==> src/rtl/tpu_multi.sv <==
// rtl/tpu_multi.sv - multi-channel slot timer with byte register bus
module tpu_multi #(
    parameter int          N_CH      = 4,
    parameter int          TIMER_W   = 16,
    parameter logic [7:0]  BASE_ADDR = 8'h20
) (
    input  logic            SYS_CLK,
    input  logic            RST_N,
    input  logic [7:0]      addr,
    input  logic [7:0]      data_in,
    input  logic            we,
    output logic [7:0]      data_out,
    output logic [7:0]      cur_slot,
    output logic [N_CH-1:0] slot_gate,
    output logic [N_CH-1:0] slot_hit,
    output logic            irq
);

    logic [3:0]         ctrl;
    logic [TIMER_W-1:0] tmr;
    logic [TIMER_W-1:0] cnt;
    logic [7:0]         frame_len;
    logic               tflag;
    logic               chflag;
    logic [7:0]         ch_slot [N_CH];
    logic [2:0]         ch_cfg  [N_CH];
    logic [N_CH-1:0]    gate_d;
    logic [N_CH-1:0]    active;
    logic [N_CH-1:0]    hit_next;
    logic [N_CH-1:0]    ie;
    logic [7:0]         off;
    logic [15:0]        tmr_full;
    logic [7:0]         slot_last;
    logic [7:0]         rd_data;
    logic               srst;
    logic               tick;
    logic               w1c;

    always_comb begin
        off       = addr - BASE_ADDR;
        srst      = ctrl[0];
        tick      = !srst && (tmr != '0) && (cnt >= tmr);
        slot_last = frame_len - 8'd1;
        w1c       = we && (off == 8'd4);
        tmr_full  = '0;
        for (int b = 0; b < TIMER_W; b++) begin
            tmr_full[b] = tmr[b];
        end
        for (int k = 0; k < N_CH; k++) begin
            active[k] = ctrl[2] && ch_cfg[k][0] && (cur_slot == ch_slot[k]);
            ie[k]     = ch_cfg[k][2];
        end
        // Rising edge of the registered gate; drives hit, one-shot clear and CHFLAG together
        hit_next = srst ? '0 : (slot_gate & ~gate_d);
    end

    always_comb begin
        rd_data = '0;
        case (off)
            8'd0:    rd_data = {4'h0, ctrl};
            8'd1:    rd_data = tmr_full[7:0];
            8'd2:    rd_data = tmr_full[15:8];
            8'd3:    rd_data = frame_len;
            8'd4:    rd_data = {6'd0, chflag, tflag};
            8'd5:    rd_data = cur_slot;
            default: rd_data = '0;
        endcase
        for (int k = 0; k < N_CH; k++) begin
            if (off == 8'(8 + 2 * k)) rd_data = ch_slot[k];
            if (off == 8'(9 + 2 * k)) rd_data = {5'd0, ch_cfg[k]};
        end
    end

    always_ff @(posedge SYS_CLK) begin
        if (!RST_N) begin
            ctrl      <= 4'h1;
            tmr       <= '0;
            cnt       <= '0;
            frame_len <= '0;
            tflag     <= 1'b0;
            chflag    <= 1'b0;
            cur_slot  <= '0;
            slot_gate <= '0;
            gate_d    <= '0;
            slot_hit  <= '0;
            irq       <= 1'b0;
            data_out  <= '0;
            for (int k = 0; k < N_CH; k++) begin
                ch_slot[k] <= '0;
                ch_cfg[k]  <= '0;
            end
        end else begin
            if (we && off == 8'd0) ctrl      <= data_in[3:0];
            if (we && off == 8'd3) frame_len <= data_in;
            for (int b = 0; b < TIMER_W; b++) begin
                if (we && b < 8 && off == 8'd1)  tmr[b] <= data_in[b % 8];
                if (we && b >= 8 && off == 8'd2) tmr[b] <= data_in[b % 8];
            end
            // Software write is ordered after the one-shot clear so it takes priority
            for (int k = 0; k < N_CH; k++) begin
                if (hit_next[k] && ch_cfg[k][1]) ch_cfg[k][0] <= 1'b0;
                if (we && off == 8'(8 + 2 * k)) ch_slot[k] <= data_in;
                if (we && off == 8'(9 + 2 * k)) ch_cfg[k]  <= data_in[2:0];
            end

            if (srst) begin
                cnt       <= '0;
                cur_slot  <= '0;
                tflag     <= 1'b0;
                chflag    <= 1'b0;
                slot_gate <= '0;
                gate_d    <= '0;
                slot_hit  <= '0;
            end else begin
                cnt <= (tmr == '0 || tick) ? '0 : cnt + 1'b1;
                // >= so a frame length lowered below cur_slot wraps on the next tick
                if (tick) cur_slot <= (cur_slot >= slot_last) ? 8'd0 : cur_slot + 8'd1;
                tflag     <= tick | (tflag & ~(w1c & data_in[0]));
                chflag    <= (|(hit_next & ie)) | (chflag & ~(w1c & data_in[1]));
                slot_gate <= active;
                gate_d    <= slot_gate;
                slot_hit  <= hit_next;
            end

            irq      <= (tflag & ctrl[1]) | (chflag & ctrl[3]);
            data_out <= rd_data;
        end
    end

endmodule

==> config.mk <==
export PLATFORM = sky130hd
export DESIGN_NAME = tpu_multi
export DESIGN_NICKNAME = d
export VERILOG_FILES = /design/src/rtl/tpu_multi.sv
export SDC_FILE = /design/constraint.sdc
export NUM_CORES = 1
export LEC_CHECK = 0
export CORE_ASPECT_RATIO = 1.1
export CORE_MARGIN = 2
export CORE_UTILIZATION = 50
export CTS_BUF_LIST = sky130_fd_sc_hd__clkbuf_16
export DETAILED_ROUTE_END_ITERATION = 12
export GPL_ROUTABILITY_DRIVEN = 0
export HOLD_SLACK_MARGIN = 0.05
export PLACE_DENSITY_LB_ADDON = 0.08
export RECOVER_POWER = 25
export SYNTH_ARGS = -nofsm -noshare
export SYNTH_HDL_FRONTEND = slang
export SYNTH_SLANG_ARGS = --single-unit
==> constraint.sdc <==
create_clock -name SYS_CLK -period 2.9 [get_ports SYS_CLK]
set_input_delay 0.58 -clock SYS_CLK [delete_from_list [all_inputs] [get_ports SYS_CLK]]
set_output_delay 0.58 -clock SYS_CLK [all_outputs]
set_load 0.03 [all_outputs]
==> impl_metrics.env, run 1 <==
export IMPL_drt_iter0_markers=511
export IMPL_clkPwrFrac_pct=47.7
export IMPL_antenna_left=0
export IMPL_insertion_delay_ps=420
export IMPL_worst_setup_path_type="in2reg"
export IMPL_comb_power_share_pct=5.9
export IMPL_grt_antenna_before_repair=1
export IMPL_post_route_util_pct=61.9
export IMPL_core_um2=12600
export IMPL_synth_xor_area_share_pct=7.30
export IMPL_die_area_um2=13900
export IMPL_critPathLaunchType="input port"
export IMPL_power_leakage_nw=3.17
export IMPL_grtUsageTotal_pct=28.2
export IMPL_grt_ovfl_total=0
export IMPL_finalHoldViolations=0
export IMPL_crit_chain="dlygate4sd3_1 > inv_1 > ha_1 > xor2_1 > nor3_1 > clkbuf_1 > buf_4 > nand4_1 > mux2i_1 > nor2b_1"
export IMPL_areaGrowthSynthToFinish_pct=20.8
export IMPL_required_ps=3210
export IMPL_whs_ps=484
export IMPL_min_period_ps=2760
export IMPL_die_height_um=123
export IMPL_netlist_area_um2=6480
export IMPL_ys_ff_latch=119
export IMPL_clockBufferDepth=2
export IMPL_wl_per_cell_um=20.1
export IMPL_post_route_period_util_pct=95.3
export IMPL_cts_clk_slew_worst_paths_ps=50
export IMPL_portBuffers=43
export IMPL_rrSetupSlack_ps=250
export IMPL_drive_gt1_share_pct=10.6
export IMPL_cts_tree="yes"
export IMPL_cp_buffers_inverters=4
export IMPL_p_sw_share_pct=23.6
export IMPL_setup_ws_ps=135
export IMPL_setup_viol=0
export IMPL_die_x_um=113
export IMPL_status="complete, no violations"
export IMPL_yosys_area_share_simple_pct=21.1
export IMPL_cts_sink_count=119
export IMPL_routed_via_density=5.95
export IMPL_rsz0062_at_grt="false"
export IMPL_place_ws_ps=-26.1
export IMPL_start_util_pct=51.3
export IMPL_layout_commonest_cell="dfxtp_1"
export IMPL_syn_inst=690
export IMPL_synthesis_nets=737
export IMPL_p_seq_share_pct=46.3
export IMPL_placedCellCount=901
export IMPL_fin_worst_skew_ps=5.35
export IMPL_switchingPower_mw=0.915
export IMPL_ios=44
export IMPL_critical_path_max_stage_delay_ps=570
export IMPL_synth_compound_area_share_pct=12.1
export IMPL_cap_violations=0
export IMPL_path_delay_family="buffers and inverters"
export IMPL_relSlewSlack_pct=54.8
export IMPL_slew_viol_final=0
export IMPL_cts_root_buf="clkbuf_16"
export IMPL_h_tree_depth=4
export IMPL_peakVddDrop_v=0.000449
export IMPL_synth_top_family_by_area="simple AND/OR/NAND/NOR gates"
export IMPL_avgSynthCellArea_um2=9.39
export IMPL_intPower_mw=2.96
export IMPL_power_per_cell_area_nw_per_um2=495
export IMPL_place_hpwl_mm=14.1
export IMPL_num_vias=5560
export IMPL_grt_max_degree=34
export IMPL_critPathMaxFanout=11
export IMPL_cts_buffers=17
export IMPL_critPathCaptureType="register"
export IMPL_wirelength_mm=18.8
export IMPL_ys_top_cells_by_area="dfxtp_1 23%, edfxtp_1 20%, mux2i_1 5.7%, ha_1 5.4%, xor2_1 4.2%"
export IMPL_tightest_slew_ps=677
export IMPL_yosysTopAreaCell="dfxtp_1"
export IMPL_grt_pass1_wl_mm=29.5
export IMPL_first_global_vias=5484
export IMPL_synth_mux_area_share_pct=6.06
export IMPL_critical_path_arrival_ps=3070
export IMPL_stdcell_count=935
export IMPL_synth_adder_area_share_pct=5.40
export IMPL_hp_class="reg2reg"
export IMPL_p_total_mw=3.88
export IMPL_max_freq_ghz=0.362
export IMPL_fin_nets=811
export IMPL_yosysWarnings=0
export IMPL_yosysUniqueCellTypes=59
export IMPL_synthArstFlopShare_pct=0
export IMPL_holdBufCountCts=0
export IMPL_synth_main_ff_cell="dfxtp_1"
export IMPL_yosysSeqAreaShare_pct=43.5
export IMPL_synth_edf_count=44
export IMPL_fp_row_count=43
export IMPL_cp_slowest_cell="dlygate4sd3_1"
export IMPL_drc=0
export IMPL_dr_pass1_iters=6
export IMPL_synth_top_area_share_pct=23.2
export IMPL_layout_common_cells="75 x dfxtp_1, 54 x nor2_1, 49 x nand2_1"
-- per-layer routing --
layer / global-route usage (%) / share of wire, % / vias to the layer above
met2: 44.8 / 45 / 248
met5: 0 / 0 / -
met4: 12.7 / 3.4 / 0
li1: - / - / 2601
met3: 7.60 / 7.9 / 58
met1: 36.3 / 43 / 2653
-- registers in the layout, summed over array words and instances (netlist names) --
register   cells
gate_d         4
frame_len      8
cnt           16
ch_cfg        12
data_out       8
tmr           16
tflag          1
ch_slot       32
chflag         1
slot_hit       4
ctrl           4
irq            1
slot_gate      4
cur_slot       8
-- power groups by stage --
stage               registers [mW]  logic (mW)  clock network [mW]
finish                        1.80       0.230                1.85
global route                  1.80       0.244                1.94
CTS                           1.80       0.227                1.86
detailed placement            1.83       0.226                   0
global placement              1.83       0.222                   0
floorplan                     1.82       0.121                   0
-- cell type report --
| class | count | area, um2 |
|---|---|---|
| fill | 1075 | 4810 |
| sequential | 119 | 2820 |
| tap | 157 | 196 |
| timing repair buffer | 91 | 785 |
| multi-input combinational | 500 | 3380 |
| inverter | 35 | 131 |
| clock inverter | 14 | 66.3 |
| clock buffer | 18 | 450 |
| antenna | 1 | 2.50 |
-- per-stage QoR --
stage | setup TNS [ps] | area (um2)
floorplan | 0 | 6480
detailed placement | -42.0 | 7320
global placement | 0 | 7320
finish | 0 | 7830
global route | 0 | 7830
CTS | 0 | 7840
-- worst reg2reg max path, stage by stage, from the launching register on --
cell and delay [ps]:
dfxtp_1 400, inv_1 70, ha_1 320, a2111o_1 370, a31oi_1 140, o21ai_1 110, a211o_1 440, or3b_4 560
nor2_1 170
-- cell usage after synthesis (22+ instances only) --
master,count
dfxtp_1,75
nor2_1,54
nand2_1,49
edfxtp_1,44
and2_1,39
mux2i_1,37
inv_1,35
nand3_1,34
nor2b_1,34
xor2_1,31
ha_1,28
clkbuf_1,27
xnor2_1,23
a21oi_1,22
-- final timing paths --
check | startpoint | end | cells past startpoint
hold / removal | slot_gate[1] | gate_d[1] | 1
setup reg to reg | tmr[5] | cnt[3] | 8
setup / recovery | addr[5] | ctrl[3] | 10
hold reg to reg | slot_gate[1] | gate_d[1] | 1
-- logic make-up (layout without fill, tap and decap cells) --
group,after synthesis,count (layout)
DFF,119,119
and+or+nand+nor,263,263
AOI/OAI and AO/OA,116,116
xor gates and xnor gates,54,54
other,0,1
adders and majority gates,28,28
buffers and inverters,71,158
muxes,39,39
-- what timing repair did --
| item | 4_1_cts | 5_1_grt |
|---|---|---|
| setup endpoints to repair | 0 | 23 |
| setup buffers | 0 | 1 |
| hold endpoints to repair | 0 | 0 |
| gates resized for setup | 0 | 3 |
Power figures use the tool's default switching activity.
==> inputs of run 2 (changes only) <==
Settings changed: CTS_CLUSTER_DIAMETER set to 100, SKIP_CTS_REPAIR_TIMING set to 1.
==> results of run 2 <==
No change in the layout: final DEF, timing and power equal those of run 1.
